### config.mk
export PLATFORM = sky130hd
export DESIGN_NAME = id_ex_stage
export DESIGN_NICKNAME = d
export VERILOG_FILES = /design/src/rtl/id_ex_stage_pkg.sv /design/src/rtl/id_ex_stage_fwd_sel.sv /design/src/rtl/id_ex_stage.sv
export SDC_FILE = /design/constraint.sdc
export NUM_CORES = 1
export LEC_CHECK = 0
export CORE_ASPECT_RATIO = 1.5
export CORE_MARGIN = 10
export CORE_UTILIZATION = 30
export CTS_CLUSTER_DIAMETER = 120
export DETAILED_ROUTE_END_ITERATION = 10
export PLACE_DENSITY_LB_ADDON = 0.05
export SYNTH_ARGS = -nofsm -noshare
export SYNTH_HDL_FRONTEND = slang
export SYNTH_SLANG_ARGS = --single-unit
export TNS_END_PERCENT = 10
### constraint.sdc
create_clock -name clk_i -period 1.2 [get_ports clk_i]
set_clock_uncertainty 0.1 [all_clocks]
set_input_delay 0.24 -clock clk_i [delete_from_list [all_inputs] [get_ports clk_i]]
set_output_delay 0.24 -clock clk_i [all_outputs]
set_load 0.01 [all_outputs]
### src/rtl/id_ex_stage_pkg.sv
//==============================================================================
// Module  : id_ex_stage_pkg
// Brief   : Shared widths, control-bit positions and forward-select encoding
//           for the ID/EX pipeline register.
// Revision: 1.0 - initial release
//==============================================================================
`default_nettype none

package id_ex_stage_pkg;

  localparam int DATA_W_DEFAULT = 32;

  // Bit positions inside the 4-bit control bundle
  localparam int CTRL_REGWRITE = 3;
  localparam int CTRL_MEMTOREG = 2;
  localparam int CTRL_MEMREAD  = 1;
  localparam int CTRL_MEMWRITE = 0;

  typedef enum logic [1:0] {
    FWD_REG   = 2'd0,
    FWD_EXMEM = 2'd1,
    FWD_MEMWB = 2'd2
  } fwd_sel_e;

endpackage

`default_nettype wire

### src/rtl/id_ex_stage_fwd_sel.sv
//==============================================================================
// Module  : id_ex_stage_fwd_sel
// Brief   : Combinational operand forwarding select for one source register.
//           Forwarding only when ID_EX_FORWARD_EN is defined.
// Revision: 1.0 - initial release
//==============================================================================
`default_nettype none

module id_ex_stage_fwd_sel
  import id_ex_stage_pkg::*;
#(
  parameter int DATA_W = DATA_W_DEFAULT
) (
  input  logic [4:0]        rs_addr_i,
  input  logic [DATA_W-1:0] reg_data_i,
  input  logic              exmem_regwrite_i,
  input  logic [4:0]        exmem_rd_i,
  input  logic [DATA_W-1:0] exmem_data_i,
  input  logic              memwb_regwrite_i,
  input  logic [4:0]        memwb_rd_i,
  input  logic [DATA_W-1:0] memwb_data_i,
  output logic [DATA_W-1:0] operand_o
);

  fwd_sel_e w_sel;

`ifdef ID_EX_FORWARD_EN
  // EX/MEM is younger than MEM/WB, so it is checked first; x0 never forwards
  always_comb begin
    w_sel = FWD_REG;
    if (exmem_regwrite_i && (exmem_rd_i != 5'd0) && (exmem_rd_i == rs_addr_i))
      w_sel = FWD_EXMEM;
    else if (memwb_regwrite_i && (memwb_rd_i != 5'd0) && (memwb_rd_i == rs_addr_i))
      w_sel = FWD_MEMWB;
  end
`else
  logic w_unused_fwd;
  assign w_unused_fwd = ^{rs_addr_i, exmem_regwrite_i, exmem_rd_i, exmem_data_i,
                          memwb_regwrite_i, memwb_rd_i, memwb_data_i};
  assign w_sel = FWD_REG;
`endif

  always_comb begin
    operand_o = reg_data_i;
    case (w_sel)
      FWD_EXMEM: operand_o = exmem_data_i;
      FWD_MEMWB: operand_o = memwb_data_i;
      default:   operand_o = reg_data_i;
    endcase
  end

endmodule

`default_nettype wire

### src/rtl/id_ex_stage.sv
//==============================================================================
// Module  : id_ex_stage
// Brief   : ID/EX pipeline register with stall, flush and optional operand
//           forwarding (macro ID_EX_FORWARD_EN).
// Revision: 1.0 - initial release
//==============================================================================
`default_nettype none

module id_ex_stage
  import id_ex_stage_pkg::*;
#(
  parameter int DATA_W = DATA_W_DEFAULT
) (
  input  logic              clk_i,
  input  logic              rst_i,
  input  logic              stall_i,
  input  logic              flush_i,
  input  logic [DATA_W-1:0] RS1data_i,
  input  logic [DATA_W-1:0] RS2data_i,
  input  logic [DATA_W-1:0] imm_i,
  input  logic              ALUSrc_i,
  input  logic [2:0]        ALUCtrl_i,
  input  logic [3:0]        ctrl_i,
  input  logic [4:0]        RS1addr_i,
  input  logic [4:0]        RS2addr_i,
  input  logic [4:0]        RDaddr_i,
  input  logic              EXMEM_RegWrite_i,
  input  logic [4:0]        EXMEM_RDaddr_i,
  input  logic [DATA_W-1:0] EXMEM_data_i,
  input  logic              MEMWB_RegWrite_i,
  input  logic [4:0]        MEMWB_RDaddr_i,
  input  logic [DATA_W-1:0] MEMWB_data_i,
  output logic [DATA_W-1:0] data1_o,
  output logic [DATA_W-1:0] data2_o,
  output logic [DATA_W-1:0] store_data_o,
  output logic [2:0]        ALUCtrl_o,
  output logic [3:0]        ctrl_o,
  output logic [4:0]        RDaddr_o,
  output logic [4:0]        RS1addr_o,
  output logic [4:0]        RS2addr_o,
  output logic              valid_o
);

  logic [DATA_W-1:0] r_rs1_data;
  logic [DATA_W-1:0] r_rs2_data;
  logic [DATA_W-1:0] r_imm;
  logic              r_alu_src;
  logic [2:0]        r_alu_ctrl;
  logic [3:0]        r_ctrl;
  logic [4:0]        r_rs1_addr;
  logic [4:0]        r_rs2_addr;
  logic [4:0]        r_rd_addr;
  logic              r_valid;

  logic [DATA_W-1:0] w_fwd_a;
  logic [DATA_W-1:0] w_fwd_b;

  // Flush loads a full bubble; stall only matters when neither reset nor flush
  always_ff @(posedge clk_i) begin
    if (rst_i || flush_i) begin
      r_rs1_data <= '0;
      r_rs2_data <= '0;
      r_imm      <= '0;
      r_alu_src  <= 1'b0;
      r_alu_ctrl <= 3'd0;
      r_ctrl     <= 4'd0;
      r_rs1_addr <= 5'd0;
      r_rs2_addr <= 5'd0;
      r_rd_addr  <= 5'd0;
      r_valid    <= 1'b0;
    end else if (!stall_i) begin
      r_rs1_data <= RS1data_i;
      r_rs2_data <= RS2data_i;
      r_imm      <= imm_i;
      r_alu_src  <= ALUSrc_i;
      r_alu_ctrl <= ALUCtrl_i;
      r_ctrl     <= ctrl_i;
      r_rs1_addr <= RS1addr_i;
      r_rs2_addr <= RS2addr_i;
      r_rd_addr  <= RDaddr_i;
      r_valid    <= 1'b1;
    end
  end

  id_ex_stage_fwd_sel #(.DATA_W(DATA_W)) u_fwd_sel_a (
    .rs_addr_i        (r_rs1_addr),
    .reg_data_i       (r_rs1_data),
    .exmem_regwrite_i (EXMEM_RegWrite_i),
    .exmem_rd_i       (EXMEM_RDaddr_i),
    .exmem_data_i     (EXMEM_data_i),
    .memwb_regwrite_i (MEMWB_RegWrite_i),
    .memwb_rd_i       (MEMWB_RDaddr_i),
    .memwb_data_i     (MEMWB_data_i),
    .operand_o        (w_fwd_a)
  );

  id_ex_stage_fwd_sel #(.DATA_W(DATA_W)) u_fwd_sel_b (
    .rs_addr_i        (r_rs2_addr),
    .reg_data_i       (r_rs2_data),
    .exmem_regwrite_i (EXMEM_RegWrite_i),
    .exmem_rd_i       (EXMEM_RDaddr_i),
    .exmem_data_i     (EXMEM_data_i),
    .memwb_regwrite_i (MEMWB_RegWrite_i),
    .memwb_rd_i       (MEMWB_RDaddr_i),
    .memwb_data_i     (MEMWB_data_i),
    .operand_o        (w_fwd_b)
  );

  assign data1_o      = w_fwd_a;
  assign store_data_o = w_fwd_b;
  assign data2_o      = r_alu_src ? r_imm : w_fwd_b;
  assign ALUCtrl_o    = r_alu_ctrl;
  assign ctrl_o       = r_ctrl;
  assign RDaddr_o     = r_rd_addr;
  assign RS1addr_o    = r_rs1_addr;
  assign RS2addr_o    = r_rs2_addr;
  assign valid_o      = r_valid;

endmodule

`default_nettype wire
== Word-level counts from Yosys, hierarchy flattened ==
Cells that the tools add are included.

* Multiplexer cells: 1
* Shift-type cells: 0
* Divide/modulo/power cells: 0
* Bitwise gates (word level): 0
* Magnitude comparators: 0
* $add $sub $neg: 0
* Multiply operators: 0
* Equality and inequality tests: 0
* Reductions and logical operators: 1

{| class="wikitable"
|+ Operator list
! cell !! count
|-
| two-way mux 32 bit || 1
|-
| logical OR 1 bit || 1
|}

* Flip-flop bits (word level): 120
* Memory bits (read-only): 0
* Memories: 0
* Logic and storage cells: 12
* Input bits: 199
* Memory bits (writable): 0
* Bits in latches: 0

== Depth between registers and ports, before layout ==
Gate-level depths: netlist (run 1).

* Depth in word-level cells: 1
* Mapped depth: 5
* Mapped depth without buffers: 2

== Modules after synthesis ==
From an unflattened synthesis (run 1), not the netlist that was laid out.

* Cells, all modules: 488
* Area total of the unflattened synthesis: 5253.8 um^2

{| class="wikitable"
|+ Modules (own cells, without submodules)
! module !! cells each !! seq. area each (um^2) !! area an instance (um^2) !! times used
|-
| id_ex_stage || 424 || 2402.3 || 4773.3 || 1
|-
| id_ex_stage_fwd_sel || 32 || 0.0 || 240.2 || 2
|}

== Least setup slack after synthesis (run 1) ==
No wires, ideal clock.

* Kind: register to output
* From: reg r_alu_src
* To: out data2_o[0]
* Data arrival time: 1.002 ns
* Cell stages (with the launch flop): 4
* Path buffers: 2
* Path slack: -0.142 ns
* Cells stage by stage: dfxtp_1 -> buf_2 -> buf_2 -> mux2_2

* Cells in the longest elaborated chain, start to end: 1

{| class="wikitable"
|+ Ends and longest elaborated chain
! element !! RTL line !! source
|-
| from (decl) || id_ex_stage.sv:47 || <nowiki>logic r_alu_src;</nowiki>
|-
| from (signal assigned) || id_ex_stage.sv:75 || <nowiki>r_alu_src <= ALUSrc_i;</nowiki>
|-
| two-way mux 32 bit || id_ex_stage.sv:111 || <nowiki>assign data2_o = r_alu_src ? r_imm : w_fwd_b;</nowiki>
|-
| to (decl) || id_ex_stage.sv:34 || <nowiki>output logic [DATA_W-1:0] data2_o,</nowiki>
|}

Every way passes these cells.

== Worst setup path in the final report (run 1) ==
* From: reg r_alu_src
* To: out data2_o[29]

Same word-level chain as after synthesis.

==> flow_metrics.py, run 1 <==
metrics = {
    "sta": {
        "max_freq_mhz": 555,
        "tightestPinTransition_ps": 286,
        "fin_hold_ws_ps": 232,
        "period_share": 1.50,
        "min_period_ps": 1800,
        "relSlewSlack": 0.809,
        "slew_viol_final": 0,
        "rsz0062_at_grt": "yes",
        "setup_slack_ps": -603,
        "hold_violations": 0,
        "setup_viol": 64,
    },
    "flow_run": {
        "drv_cap": 0,
    },
    "clock_network": {
        "cts_tree": "yes",
        "cts_root_buf": "clkbuf_16",
        "clk_pin_slew_ps": 50,
        "cts.path.max_buffers": 2,
        "htreeDepth": 4,
        "clock_latency_ps": 410,
        "cts_buffers": 17,
        "cts.sinks": 120,
    },
    "yosys": {
        "yosysWarnings": 0,
        "yosysSeqAreaShare": 0.503,
        "synth.area.mux_share": 0.325,
        "avgSynthCellArea_um2": 11.3,
        "netlist_instances": 424,
        "synth_area_um2": 4770,
        "synth_top_family_by_area": "multiplexers",
        "post_synth_xor_area_fraction": 0,
        "synthAdderAreaFrac": 0,
        "mappedNetlistNets": 623,
        "synth_cell_types": 12,
        "synth-simple-area-share": 0.0949,
        "synth-compound-area-share": 0.00105,
        "synth_seq_cells": 120,
    },
    "finish": {
        "drive_gt1_frac": 0.445,
        "nets": 907,
        "fillers": 1402,
        "area_growth_pct": 82.7,
        "stdcell_area_um2": 8720,
        "finish.utilization": 0.558,
        "num_antenna_cells": 0,
    },
    "power_and_ir_drop": {
        "intPower_mw": 8.43,
        "leakage_nw": 3.95,
        "power.density_nw_per_um2": 1250,
        "p_sw_frac": 0.225,
        "sequentialPowerShare": 0.389,
        "finalPower_mw": 10.9,
        "p_sw_mw": 2.44,
        "vdd_drop_max_mv": 0.818,
        "p_clk_frac": 0.472,
        "pwr-share-comb": 0.139,
    },
    "routing": {
        "drt_iter0_markers": 112,
        "wl_per_cell_um": 17.4,
        "postRouteWirelength_um": 16000,
        "viasPerCell": 4.33,
        "drt_first_pass_iters": 4,
        "vias": 4005,
        "postRouteAntennaNets": 0,
        "drc_errors": 0,
    },
    "placement": {
        "gp_congestion": 0.777,
        "placed_area_um2": 7660,
        "hpwl_um": 12200,
        "io_buffers": 241,
        "post-place-ws_ps": -571,
    },
    "run_status": {
        "status": "complete, but fails checks",
        "violations": "negative setup slack",
    },
    "setup_path": {
        "reg2reg_slack_ps": 190,
        "critPathMaxFanout": 5,
        "path_class": "reg -> out",
        "cp-start-kind": "register",
        "endpoint_kind": "output port",
        "crit_required_ps": 860,
        "critical_path_arrival_ps": 1460,
    },
    "die": {
        "die_x_um": 123,
        "die_h_um": 174,
        "fp.coreArea_um2": 15600,
        "num_io_pins": 318,
        "initial_core_util": 0.305,
        "die_area_um2": 21500,
        "fp-row-count": 56,
    },
    "global_routing": {
        "grt_pass1_vias": 4351,
        "grt-ovfl-total": 0,
        "track_usage": 0.150,
        "antenna_found_initial": 0,
        "grt_max_degree": 41,
        "grt_first_pass_wirelength_um": 24700,
    },
    "min_path": {
        "worst_hold_path_type": "in -> reg",
    },
}
==> registers in the layout, summed over array words and instances (netlist names) <==
signal / cells
ctrl_o: 4
ALUCtrl_o: 3
r_rs1_data: 32
r_alu_src: 1
RS2addr_o: 5
RS1addr_o: 5
RDaddr_o: 5
r_imm: 32
r_rs2_data: 32
valid_o: 1
==> what timing repair did <==
| action | 4_1_cts | 5_1_grt |
|---|---|---|
| endpoints found under the hold margin | 0 | 0 |
| hold buffers | 0 | 0 |
| cloned | 4 | 0 |
| setup buffers | 4 | 0 |
| resized for setup | 664 | 50 |
| endpoints found under the setup margin | 119 | 119 |
==> synthesized netlist by cell type <==
library cell  instances  area share
dfxtp_1             120        0.50
mux2i_1             119        0.25
nor2_1              119       0.094
mux2_2               32       0.075
buf_12               11       0.046
buf_4                11       0.017
buf_2                 5      0.0052
buf_6                 2      0.0047
clkbuf_1              2      0.0016
a21oi_1               1      0.0010
inv_1                 1     0.00079
or2_1                 1      0.0013
==> kinds of logic (layout without fill, tap and decap cells) <==
kind of cell,after synthesis,in the layout
buffers and inverters,32,329
AO/OA/AOI/OAI,1,1
multiplexers,151,151
flip-flops,120,120
AND/OR/NAND/NOR,120,120
==> cell usage in the layout, fill, tap and decap left out, types with 2 or more instances in the layout <==
master	count
clkinvlp_4	2
bufinv_16	3
buf_2	6
buf_16	3
buf_12	11
clkinv_2	4
clkdlybuf4s50_1	121
buf_6	138
clkinv_4	3
mux2_4	32
buf_4	17
nor2_1	119
dfxtp_1	37
dfxtp_2	82
clkbuf_1	2
clkbuf_16	17
mux2i_1	119
==> critical path, cell delays in order (launching register included) <==
cell     delay, ps
dfxtp_4        360
buf_12         140
buf_12         130
mux2_4         300
buf_6          120
==> path summary, 6_finish.rpt <==
| check | start | to | cells after the start |
|---|---|---|---|
| setup / recovery | r_alu_src | data2_o[29] | 4 |
| setup reg to reg | r_alu_src | r_alu_src | 4 |
| hold / removal | stall_i | ALUCtrl_o[1] | 4 |
| hold reg to reg | valid_o | valid_o | 2 |
==> power by group through the flow <==
stage               sequential (mW)  clock [mW]  combinational, mW
finish                         4.23        5.13               1.51
global route                   4.24        5.45               1.63
CTS                            4.22        5.29               1.52
detailed placement             4.28           0               1.44
global placement               4.27           0               1.42
floorplan                      4.32           0              0.626
==> final cells by class <==
cell class	instances	area, um^2	share of cell area
multi-input combinational	272	2130	0.244
timing repair buffer	296	3230	0.370
sequential	120	2510	0.288
inverter	1	3.75	0.000430
clock inverter	12	151	0.0174
tap	203	254	0.0291
clock buffer	20	447	0.0512
==> layer usage <==
| metal | share of wire | global-route usage | vias up |
|---|---|---|---|
| li1 | - | - | 1991 |
| met4 | 0.012 | 0.0511 | 0 |
| met5 | 0 | 0 | - |
| met1 | 0.35 | 0.148 | 1849 |
| met3 | 0.12 | 0.0788 | 12 |
| met2 | 0.52 | 0.261 | 153 |
==> stage by stage <==
step           std cells  TNS (ps)
3_5_place_dp         885    -47100
3_3_place_gp         885    -44890
5_1_grt              924    -25640
2_1_floorplan        424      -719
6_report             924    -21660
4_1_cts              925    -25400
Power figures use the tool's default switching activity.
==> run 2: changes to the inputs <==
--- a/config.mk
+++ b/config.mk
@@ -5,7 +5,6 @@
 export SDC_FILE = /design/constraint.sdc
 export NUM_CORES = 1
 export LEC_CHECK = 0
-export CORE_ASPECT_RATIO = 1.5
 export CORE_MARGIN = 10
 export CORE_UTILIZATION = 30
 export CTS_CLUSTER_DIAMETER = 120
==> flow_metrics.py, run 2 (synthesis results as in run 1) <==
metrics = {
    "run_status": {
        "status": "complete, but fails checks",
        "violations": "negative setup slack",
    },
    "routing": {
        "wl_per_cell_um": 17.5,
        "drc_errors": 0,
        "vias": 4024,
        "drt_first_pass_iters": 4,
        "viasPerCell": 4.30,
        "postRouteWirelength_um": 16300,
        "drt_iter0_markers": 92,
        "postRouteAntennaNets": 0,
    },
    "setup_path": {
        "crit_chain": "buf_12, buf_12, buf_12, mux2_4, buf_6",
        "cp-start-kind": "register",
        "critPathMaxFanout": 7,
        "cp_num_buf_inv": 4,
        "cp_top_family": "buffers and inverters",
        "critical_path_arrival_ps": 1600,
        "cpMostUsedCell": "buf_12",
        "cpMaxStageDelayCell": "dfxtp_4",
        "crit_required_ps": 860,
        "path_class": "reg -> out",
        "endpoint_kind": "output port",
        "max_stage_delay_ps": 360,
    },
    "finish": {
        "finish.utilization": 0.553,
        "drive_gt1_frac": 0.439,
        "area_growth_pct": 82.0,
        "ff_latch_area_um2": 2510,
        "multi_input_area_um2": 2130,
        "largestRegisters": "r_imm: 32 flops, r_rs1_data: 32 flops, r_rs2_data: 32 flops",
        "num_antenna_cells": 0,
        "fillers": 1395,
        "final_cell_mix": "129 x buf_6, 121 x clkdlybuf4s50_1, 119 x mux2i_1, 119 x nor2_1, 77 x dfxtp_2",
        "layout_commonest_cell": "buf_6",
        "fin_cells": 936,
        "nets": 906,
    },
    "sta": {
        "setup_slack_ps": -740,
        "setup_viol": 64,
        "slew_viol_final": 0,
        "tightestPinTransition_ps": 219,
        "rsz0062_at_grt": "yes",
        "relSlewSlack": 0.854,
        "min_period_ps": 1940,
        "hold_violations": 0,
        "period_share": 1.62,
        "fin_hold_ws_ps": 115,
        "max_freq_mhz": 515,
    },
    "global_routing": {
        "grt_first_pass_wirelength_um": 25100,
        "grt_max_degree": 50,
        "antenna_found_initial": 0,
        "grt-ovfl-total": 0,
        "grt_pass1_vias": 4312,
        "track_usage": 0.150,
    },
    "power_and_ir_drop": {
        "power.density_nw_per_um2": 1260,
        "vdd_drop_max_mv": 0.918,
        "leakage_nw": 3.94,
        "finalPower_mw": 11.0,
    },
    "die": {
        "num_io_pins": 318,
        "initial_core_util": 0.304,
        "die_area_um2": 21400,
        "die_x_um": 146,
        "fp-row-count": 46,
        "fp.coreArea_um2": 15700,
        "die_h_um": 146,
    },
    "clock_network": {
        "htreeDepth": 4,
        "cts_tree": "yes",
        "hold_buffers": 0,
        "cts_root_buf": "clkbuf_16",
        "cts_buffers": 17,
        "cts.sinks": 120,
        "clk_pin_slew_ps": 50,
        "cts.path.max_buffers": 2,
        "clock_latency_ps": 410,
    },
    "flow_run": {
        "drv_cap": 0,
    },
    "placement": {
        "hpwl_um": 12200,
        "place_inst": 898,
        "io_buffers": 241,
        "gp_congestion": 0.766,
    },
    "min_path": {
        "worst_hold_path_type": "in -> reg",
    },
}
-- run 2: per-stage QoR --
stage / area, um^2 / setup slack, ps / setup TNS [ps]
6_report: 8690 / -740 / -24020
5_1_grt: 8690 / -780 / -27390
4_1_cts: 8620 / -759 / -26360
3_5_place_dp: 7670 / -595 / -51980
3_3_place_gp: 7670 / -571 / -48170
2_1_floorplan: 4920 / -26.2 / -719
-- run 2: final cells by class --
type | count | area share
clock inverter | 8 | 0.0135
clock buffer | 24 | 0.0566
multi-input combinational | 272 | 0.245
tap | 216 | 0.0311
timing repair buffer | 295 | 0.364
sequential | 120 | 0.289
inverter | 1 | 0.000432
-- run 2: per-layer routing --
layer | routed length [um] | up-vias | global-route usage
li1 | - | 1991 | -
met1 | 6410 | 1875 | 0.161
met2 | 8200 | 142 | 0.256
met3 | 1480 | 16 | 0.0689
met4 | 252 | 0 | 0.0541
met5 | 0 | - | 0
-- run 2: timing repair --
action / 4_1_cts / 5_1_grt
endpoints found under the setup margin: 119 / 118
buffers inserted: 3 / 0
cloned: 3 / 0
pin swaps: 0 / 0
resized for setup: 668 / 32
-- run 2: power by group --
group,internal [mW],total (mW),switching (mW),leakage (nW)
clock network,3.47,5.23,1.76,0.300
registers,4.13,4.22,0.0902,1.01
logic,0.968,1.50,0.532,2.63
-- run 2: path summary, 6_finish.rpt --
check            start  slack, ps  depth (start not counted)     endpoint
max          r_alu_src       -740                          5  data2_o[21]
min reg2reg    valid_o        350                          2      valid_o
min            stall_i        120                          3    ctrl_o[3]
max reg2reg  r_alu_src         70                          5    r_alu_src
-- run 2: worst reg2reg max path: stages (launching register included) --
cell	delay (ps)
dfxtp_4	360
buf_12	140
buf_12	120
buf_4	130
mux2i_1	120
nor2_1	50
==> run 3: changes to the inputs <==
--- a/config.mk
+++ b/config.mk
@@ -5,11 +5,12 @@
 export SDC_FILE = /design/constraint.sdc
 export NUM_CORES = 1
 export LEC_CHECK = 0
-export CORE_MARGIN = 10
+export CORE_MARGIN = 3
 export CORE_UTILIZATION = 30
 export CTS_CLUSTER_DIAMETER = 120
 export DETAILED_ROUTE_END_ITERATION = 10
 export PLACE_DENSITY_LB_ADDON = 0.05
+export SETUP_SLACK_MARGIN = 0.5
 export SYNTH_ARGS = -nofsm -noshare
 export SYNTH_HDL_FRONTEND = slang
 export SYNTH_SLANG_ARGS = --single-unit
==> flow_metrics.py, run 3 (synthesis results as in run 1) <==
metrics = {
    "clock_network": {
        "hold_buffers": 0,
        "cts.sinks": 120,
        "cts_buffers": 17,
        "cts.path.max_buffers": 2,
        "clk_pin_slew_ps": 50,
        "clock_latency_ps": 400,
        "cts_root_buf": "clkbuf_16",
        "cts_tree": "yes",
        "htreeDepth": 4,
    },
    "setup_path": {
        "cp_top_family": "flip-flops",
        "critPathMaxFanout": 7,
        "crit_chain": "buf_12, buf_12, mux2_4, buf_6",
        "endpoint_kind": "output port",
        "cpMostUsedCell": "buf_12",
        "critical_path_arrival_ps": 1460,
        "cpMaxStageDelayCell": "dfxtp_4",
        "rr_worst_depth": 4,
        "crit_required_ps": 860,
        "path_class": "reg -> out",
        "max_stage_delay_ps": 380,
        "cp-start-kind": "register",
        "crit_cells": 4,
        "cp_num_buf_inv": 3,
    },
    "run_status": {
        "violations": "negative setup slack",
        "status": "complete, but fails checks",
    },
    "power_and_ir_drop": {
        "sequentialPowerShare": 0.397,
        "vdd_drop_max_mv": 0.870,
        "pwr-share-comb": 0.156,
        "p_clk_frac": 0.447,
        "p_sw_mw": 2.41,
        "finalPower_mw": 10.7,
        "intPower_mw": 8.29,
        "power.density_nw_per_um2": 1170,
        "leakage_nw": 3.95,
        "p_sw_frac": 0.225,
    },
    "finish": {
        "nets": 905,
        "num_antenna_cells": 0,
        "largestRegisters": "r_imm: 32 flops, r_rs1_data: 32 flops, r_rs2_data: 32 flops",
        "drive_gt1_frac": 0.554,
        "layout_commonest_cell": "buf_6",
        "final_cell_mix": "147 x buf_6, 119 x clkdlybuf4s50_1, 112 x dfxtp_2, 100 x mux2i_1, 91 x nor2_1",
        "finish.utilization": 0.597,
        "area_growth_pct": 92.2,
    },
    "sta": {
        "tightestPinTransition_ps": 387,
        "max_freq_mhz": 556,
        "period_share": 1.50,
        "min_period_ps": 1800,
        "relSlewSlack": 0.742,
        "rsz0062_at_grt": "yes",
        "setup_slack_ps": -600,
        "slew_viol_final": 0,
        "fin_tns_setup_ps": -21250,
        "hold_violations": 0,
        "setup_viol": 64,
    },
    "routing": {
        "viasPerCell": 4.29,
        "postRouteAntennaNets": 0,
        "vias": 3993,
        "postRouteWirelength_um": 14200,
        "drc_errors": 0,
        "wl_per_cell_um": 15.2,
        "drt_iter0_markers": 81,
        "drt_first_pass_iters": 4,
    },
    "global_routing": {
        "antenna_found_initial": 0,
        "grt_max_degree": 48,
        "grt_first_pass_wirelength_um": 22600,
        "grt-ovfl-total": 0,
        "grt_pass1_vias": 4211,
        "track_usage": 0.162,
    },
    "placement": {
        "gp_congestion": 0.774,
        "io_buffers": 241,
        "hpwl_um": 10200,
    },
    "die": {
        "num_io_pins": 318,
        "die_area_um2": 17500,
        "initial_core_util": 0.311,
        "fp.coreArea_um2": 15400,
        "die_h_um": 132,
        "die_x_um": 132,
        "fp-row-count": 45,
    },
    "min_path": {
        "worst_hold_path_type": "in -> reg",
        "min_path_cells": 3,
    },
    "flow_run": {
        "drv_cap": 0,
    },
}
-- run 3: final timing paths --
check,from,end,slack (ps)
setup / recovery,r_alu_src,data2_o[2],-600
setup reg to reg,r_alu_src,r_alu_src,160
hold / removal,stall_i,r_rs2_data[31],70
hold reg to reg,valid_o,valid_o,360
-- run 3: metal layers --
layer	GRT usage	wire length [um]	vias up
li1	-	-	1993
met1	0.184	5480	1838
met2	0.275	7260	141
met3	0.0622	1110	21
met4	0.0630	314	0
met5	0	0	-
-- run 3: what timing repair did --
| action | CTS | global route |
|---|---|---|
| cloned | 2 | 0 |
| setup endpoints to repair | 239 | 239 |
| gates resized for setup | 733 | 113 |
| setup buffers | 5 | 1 |
| pin swaps | 98 | 109 |
-- run 3: power by group through the flow --
stage	sequential [mW]	clock, mW	combinational [mW]
after CTS	4.23	4.94	1.55
after global placement	4.28	0	1.41
final	4.24	4.79	1.67
after global routing	4.26	5.10	1.78
after detailed placement	4.28	0	1.43
after floorplan	4.32	0	0.626
-- run 3: final cells by class --
type                       count  area [um^2]
fill                        1300         6190
clock buffer                  22          454
tap                          211          264
multi-input combinational    272         2530
sequential                   120         2550
inverter                       1         3.75
timing repair buffer         294         3270
clock inverter                10          103
-- run 3: worst reg2reg max path, stage by stage (launching register included) --
cell and delay [ps]:
dfxtp_4 360, buf_4 140, buf_8 130, mux2i_1 140, nor2_1 60
-- run 3: stage by stage --
step | hold slack (ps) | setup WS, ps | cell area [um^2] | std cells
finish | 67.6 | -600 | 9180 | 930
floorplan | 284 | -26.2 | 4920 | 424
detailed placement | 341 | -520 | 7660 | 890
global placement | 338 | -517 | 7660 | 890
global route | 75.0 | -652 | 9180 | 930
CTS | 54.1 | -631 | 8720 | 929
